===== config.mk =====
export PLATFORM = sky130hd
export DESIGN_NAME = param_bus_mux_flat
export DESIGN_NICKNAME = d
export VERILOG_FILES = /design/src/rtl/param_bus_mux_if.sv /design/src/rtl/param_bus_mux.sv /design/src/flat_wrapper.sv
export SDC_FILE = /design/constraint.sdc
export NUM_CORES = 1
export LEC_CHECK = 0
export ABC_AREA = 1
export BUFFER_PORTS_ARGS = -buffer_cell sky130_fd_sc_hd__buf_2
export CAP_MARGIN = 5
export CORE_AREA = 2 2 335 337
export DETAILED_ROUTE_END_ITERATION = 7
export DIE_AREA = 0 0 337 339
export GPL_TIMING_DRIVEN = 0
export HOLD_SLACK_MARGIN = 0.06
export SETUP_SLACK_MARGIN = 0.02
export SYNTH_ARGS = -nofsm -noshare
export SYNTH_HDL_FRONTEND = slang
export SYNTH_SLANG_ARGS = --single-unit

===== constraint.sdc =====
create_clock -name clk -period 2.7 [get_ports clk]
set_input_delay 0.54 -clock clk [delete_from_list [all_inputs] [get_ports clk]]
set_output_delay 0.54 -clock clk [all_outputs]
set_load 0.1 [all_outputs]

===== src/rtl/param_bus_mux_if.sv =====
// Shared datapath bus bundle: source values and enables in, registered bus view out.
interface param_bus_mux_if #(
    parameter int unsigned N_SRC = 24,
    parameter int unsigned WIDTH = 32,
    parameter int unsigned CNT_W = 16
);
    localparam int unsigned IDX_W = (N_SRC > 1) ? $clog2(N_SRC) : 1;

    logic [N_SRC*WIDTH-1:0] src_data;
    logic [N_SRC-1:0]       src_out;
    logic                   conflict_clr;
    logic [WIDTH-1:0]       bus_out;
    logic                   bus_valid;
    logic [IDX_W-1:0]       sel_idx;
    logic                   conflict;
    logic                   conflict_sticky;
    logic [CNT_W-1:0]       xfer_count;

    // Control unit / register file side
    modport master (
        output src_data, src_out, conflict_clr,
        input  bus_out, bus_valid, sel_idx, conflict, conflict_sticky, xfer_count
    );

    // Bus multiplexer side
    modport slave (
        input  src_data, src_out, conflict_clr,
        output bus_out, bus_valid, sel_idx, conflict, conflict_sticky, xfer_count
    );
endinterface


===== src/rtl/param_bus_mux.sv =====
// Registered shared datapath bus: lowest-index enabled source drives bus_out one
// cycle later, with encoded select, multi-driver detection and a transfer counter.
module param_bus_mux #(
    parameter int unsigned N_SRC     = 24,
    parameter int unsigned WIDTH     = 32,
    parameter int unsigned HOLD_IDLE = 1,
    parameter int unsigned CNT_W     = 16
) (
    input  logic               clk,
    input  logic               clr_n,
    param_bus_mux_if.slave     bus
);
    localparam int unsigned IDX_W = (N_SRC > 1) ? $clog2(N_SRC) : 1;

    logic                   hit_c;
    logic                   multi_c;
    logic [IDX_W-1:0]       win_idx_c;
    logic [WIDTH-1:0]       win_data_c;

    logic [WIDTH-1:0]       bus_out_n;
    logic                   bus_valid_n;
    logic [IDX_W-1:0]       sel_idx_n;
    logic                   conflict_n;
    logic                   sticky_n;
    logic [CNT_W-1:0]       count_n;

    // Priority select: scan downward so the lowest enabled source wins
    always_comb begin
        hit_c      = 1'b0;
        win_idx_c  = '0;
        win_data_c = '0;
        for (int i = int'(N_SRC) - 1; i >= 0; i--) begin
            if (bus.src_out[i]) begin
                hit_c      = 1'b1;
                win_idx_c  = IDX_W'(i);
                win_data_c = bus.src_data[i*WIDTH +: WIDTH];
            end
        end
        // More than one bit set iff clearing the lowest set bit leaves something
        multi_c = (bus.src_out & (bus.src_out - N_SRC'(1))) != '0;
    end

    // Next values for the output/hold registers
    always_comb begin
        bus_out_n   = (HOLD_IDLE != 0) ? bus.bus_out : '0;
        bus_valid_n = 1'b0;
        sel_idx_n   = bus.sel_idx;
        conflict_n  = multi_c;
        count_n     = bus.xfer_count;
        sticky_n    = bus.conflict_sticky;

        if (hit_c) begin
            bus_out_n   = win_data_c;
            bus_valid_n = 1'b1;
            sel_idx_n   = win_idx_c;
            count_n     = bus.xfer_count + CNT_W'(1);
        end

        // A fresh conflict overrides a clear request in the same cycle
        if (multi_c) begin
            sticky_n = 1'b1;
        end else if (bus.conflict_clr) begin
            sticky_n = 1'b0;
        end
    end

    // Output registers; asynchronous reset drops any in-flight transfer
    always_ff @(posedge clk or negedge clr_n) begin
        if (!clr_n) begin
            bus.bus_out         <= '0;
            bus.bus_valid       <= 1'b0;
            bus.sel_idx         <= '0;
            bus.conflict        <= 1'b0;
            bus.conflict_sticky <= 1'b0;
            bus.xfer_count      <= '0;
        end else begin
            bus.bus_out         <= bus_out_n;
            bus.bus_valid       <= bus_valid_n;
            bus.sel_idx         <= sel_idx_n;
            bus.conflict        <= conflict_n;
            bus.conflict_sticky <= sticky_n;
            bus.xfer_count      <= count_n;
        end
    end
endmodule

===== src/flat_wrapper.sv =====
// flat-port wrapper written by rule: the top's interface ports become plain ports
module param_bus_mux_flat 
#(
    parameter int unsigned N_SRC     = 24,
    parameter int unsigned WIDTH     = 32,
    parameter int unsigned HOLD_IDLE = 1,
    parameter int unsigned CNT_W     = 16
)
  (clk, clr_n, bus_src_data, bus_src_out, bus_conflict_clr, bus_bus_out, bus_bus_valid, bus_sel_idx, bus_conflict, bus_conflict_sticky, bus_xfer_count);
  param_bus_mux_if #(.N_SRC(N_SRC), .WIDTH(WIDTH), .CNT_W(CNT_W)) bus_i ();
  input  logic clk;
  input  logic clr_n;
  input wire logic [$bits(bus_i.src_data)-1:0] bus_src_data;
  input wire logic [$bits(bus_i.src_out)-1:0] bus_src_out;
  input wire logic [$bits(bus_i.conflict_clr)-1:0] bus_conflict_clr;
  output wire logic [$bits(bus_i.bus_out)-1:0] bus_bus_out;
  output wire logic [$bits(bus_i.bus_valid)-1:0] bus_bus_valid;
  output wire logic [$bits(bus_i.sel_idx)-1:0] bus_sel_idx;
  output wire logic [$bits(bus_i.conflict)-1:0] bus_conflict;
  output wire logic [$bits(bus_i.conflict_sticky)-1:0] bus_conflict_sticky;
  output wire logic [$bits(bus_i.xfer_count)-1:0] bus_xfer_count;
  assign bus_i.src_data = bus_src_data;
  assign bus_i.src_out = bus_src_out;
  assign bus_i.conflict_clr = bus_conflict_clr;
  assign bus_bus_out = bus_i.bus_out;
  assign bus_bus_valid = bus_i.bus_valid;
  assign bus_sel_idx = bus_i.sel_idx;
  assign bus_conflict = bus_i.conflict;
  assign bus_conflict_sticky = bus_i.conflict_sticky;
  assign bus_xfer_count = bus_i.xfer_count;
  param_bus_mux #(.N_SRC(N_SRC), .WIDTH(WIDTH), .HOLD_IDLE(HOLD_IDLE), .CNT_W(CNT_W)) u_core (.clk(clk), .clr_n(clr_n), .bus(bus_i));
endmodule

==> key figures <==
Worst setup path
  • CP Max Fanout: 10
  • CP dominant cell by count: nand2_1
  • Crit Path Class: input pin to register
  • Slowest cell on crit path: a221oi_2
  • Worst Setup End Kind: register
  • Req. time, crit path: 2920 ps
  • CP startpoint kind: input pin
  • Highest cell delay on the worst timing path: 290 ps
  • Worst path arrival time: 2880 ps
  • Critical path, cell by cell: buf_2 -> buf_4 -> buf_4 -> a221oi_2 -> nand2_2 -> nand2_1 -> nand2_1 -> nand2_1 -> nand2_2 -> nand2_4 -> nand2_1 -> nand2_1 -> nand2_1 -> nand2_1 -> nand2_2 -> nand2_1 -> a21oi_1

Global routing
  • All-Layer GR Usage: 16.8%
  • Grt ovf: 0
  • Largest net degree at the start of global routing: 50
  • First-pass GRT wire length: 130000 um
  • Initial antenna violation count: 59
  • Vias in the first global route: 15500

Route
  • DRT Pass-1 Iters: 6
  • DR vias: 16300
  • Post-route ant nets: 0
  • Starting DRT DRC Count: 1231
  • DR top layer: met5
  • Routed len/inst: 25.1 um
  • Vias/cell: 4.03
  • Met2 wire len: 42700 um
  • Met1 WL: 45100 um
  • # DRC: 0
  • DRT Wirelength: 102000 um
  • Met3 routed WL: 9570 um

Pwr
  • Worst VDD drop: 0.000252 V
  • Power per Cell Area: 276 nW/um^2
  • Leak pwr: 7.72 nW

Placement
  • GP Congestion: 0.972
  • DP Wirelength: 90300 um
  • Placed insts: 4000
  • Port bufs: 838

Floorplan
  • Core Footprint: 110000 sq um
  • Full die area: 114000 sq um
  • Die X: 337 um
  • IO Count: 851
  • Die H: 339 um
  • Row count: 122
  • Initial Util: 8.49%

Logic synthesis
  • Top-area cell type share of the netlist area: 20.6%
  • Synth unique cells: 45
  • Sequential fraction of the synthesis area: 15.0%
  • #FFs+latches synth: 56
  • Synth Warn #: 0
  • Synth area leader: nor2_1
  • Synth area leaders: nor2_1 (21%), a221oi_1 (20%), nand2_1 (19%), dfrtp_1 (15%), a21oi_1 (3.5%)
  • Synth Instances: 1673
  • Mean Syn Cell Area: 5.60 sq um
  • Syn Std Cell Area: 9370 sq um
  • Syn nets: 2469

Clocking
  • H-tree depth: 2
  • Root buf cell: clkbuf_16
  • Clk slew on worst S/H paths: 110 ps
  • CTS Buffer Depth: 2
  • Clk Latency, worst-skew pair: 350 ps
  • Total CTS buffers: 5
  • Clock Sinks: 56
  • CTS tree: done

Status
  • Status: finished clean

Hold path
  • Hold Crit Class: input pin to register

Timing
  • Clock Skew: 10.9 ps
  • Final setup fails: 0
  • Max-slew violations: 0
  • Worst-margin pin slew: 1230 ps
  • Final Cycle Share: 98.4%
  • Final hold vios: 0
  • Worst relative slew slack: 18.1%
  • Worst hold slack: 438 ps
  • RSZ-0062 raised after global routing: yes
  • Max Clk Rate: 0.376 GHz
  • Min cycle time layout: 2660 ps

Layout
  • Layout cells sized above 1: 42.7%
  • Most common cell after layout, fill and taps aside: buf_2
  • Synth-to-layout area growth: 73.8%
  • Fin cells: 4048
  • Post-layout nets: 3326
  • Most frequent cells in the layout: buf_2 (868), nor2_1 (509), nand2_1 (430), a221oi_1 (203), a21oi_1 (66)

Flow run
  • Max-cap violations: 0
==> what timing repair did <==
action | in CTS | in global routing
hold endpoints to repair | 7 | 0
endpoints found under the setup margin | 35 | 34
pin swaps | 6 | 7
hold buffers | 1 | 0
gates resized for setup | 85 | 83
setup buffers | 7 | 3
==> state kept, by name, summed over array words and instances, names as in the netlist <==
| register | flops |
|---|---|
| u_core.bus.bus_out | 32 |
| u_core.bus.bus_valid | 1 |
| u_core.bus.conflict_sticky | 1 |
| u_core.bus.conflict | 1 |
| u_core.bus.xfer_count | 16 |
| u_core.bus.sel_idx | 5 |
==> cell usage after synthesis, drive strengths merged <==
library cell / instances
a211oi: 1
a21oi: 75
a221oi: 216
a22oi: 29
a31oi: 1
and3: 1
buf: 69
clkbuf: 57
clkinv: 2
dfrtp: 56
dlygate4sd1: 3
ha: 1
inv: 47
nand2: 484
nand3: 12
nand4: 6
nor2: 525
nor3: 14
nor4: 4
o2111ai: 1
o211ai: 2
o21ai: 44
o22ai: 2
o31ai: 1
or2: 6
xnor2: 7
xor2: 7
==> per-stage QoR <==
| step | util (%) | TNS, ps | setup WS, ps | total power [mW] | cell area (sq um) |
|---|---|---|---|---|---|
| 6_report | 14.8 | 0 | 43.2 | 4.49 | 16300 |
| 3_5_place_dp | 14.0 | -32580 | -1330 | 3.58 | 15500 |
| 5_1_grt | 14.7 | -7.36 | -7.36 | 4.76 | 16300 |
| 2_1_floorplan | - | 0 | 436 | 2.18 | 9370 |
| 3_3_place_gp | 14.0 | -31760 | -1290 | 3.57 | 15400 |
| 4_1_cts | 14.5 | -119 | -90.8 | 4.51 | 16000 |
==> layer usage <==
layer  global-route usage [%]  vias up
li1                         -     7518
met1                     22.4     7609
met2                     25.5      966
met3                     5.21      163
met4                     5.81       40
met5                        0        -
==> final cells by class <==
class                      instances  area [sq um]
fill                           13000         94100
multi-input combinational       1439          7500
timing repair buffer             850          4330
tap                             1488          1860
sequential                        56          1400
buffer                           129           744
inverter                          49           208
clock buffer                       5           125
antenna                           29          72.6
clock inverter                     3          28.8
==> cell families after synthesis <==
| logic type | Yosys count | synth area share (%) |
|---|---|---|
| simple gates | 1052 | 44.3 |
| compound gates | 372 | 30.3 |
| buf+inv | 178 | 8.96 |
| flops | 56 | 15.0 |
| xor+xnor | 14 | 1.31 |
| fa+ha+maj | 1 | 0.134 |
==> final timing paths <==
| path | to | cells past startpoint | slack (ps) | start |
|---|---|---|---|---|
| setup / recovery | u_core.bus.bus_out[20] | 17 | 40 | bus_src_out[18] |
| hold / removal | u_core.bus.conflict_sticky | 2 | 440 | bus_conflict_clr |
| setup reg to reg | u_core.bus.xfer_count[14] | 6 | 1090 | u_core.bus.xfer_count[0] |
| hold reg to reg | u_core.bus.xfer_count[15] | 1 | 470 | u_core.bus.xfer_count[15] |
| max in group asynchronous | u_core.bus.bus_out[24] | 3 | 1560 | clr_n |
| min in group asynchronous | u_core.bus.xfer_count[12] | 2 | 570 | clr_n |
==> power by group <==
group	total, mW	internal (mW)	switching (mW)
logic	2.77	0.917	1.85
registers	0.914	0.887	0.0272
clock network	0.811	0.363	0.449
==> worst max-delay path, delay by kind of cell <==
family          cells  cell delay (ps)
buf+inv             3              550
compound gates      2              350
simple gates       12             1410
Power figures use the tool's default switching activity.
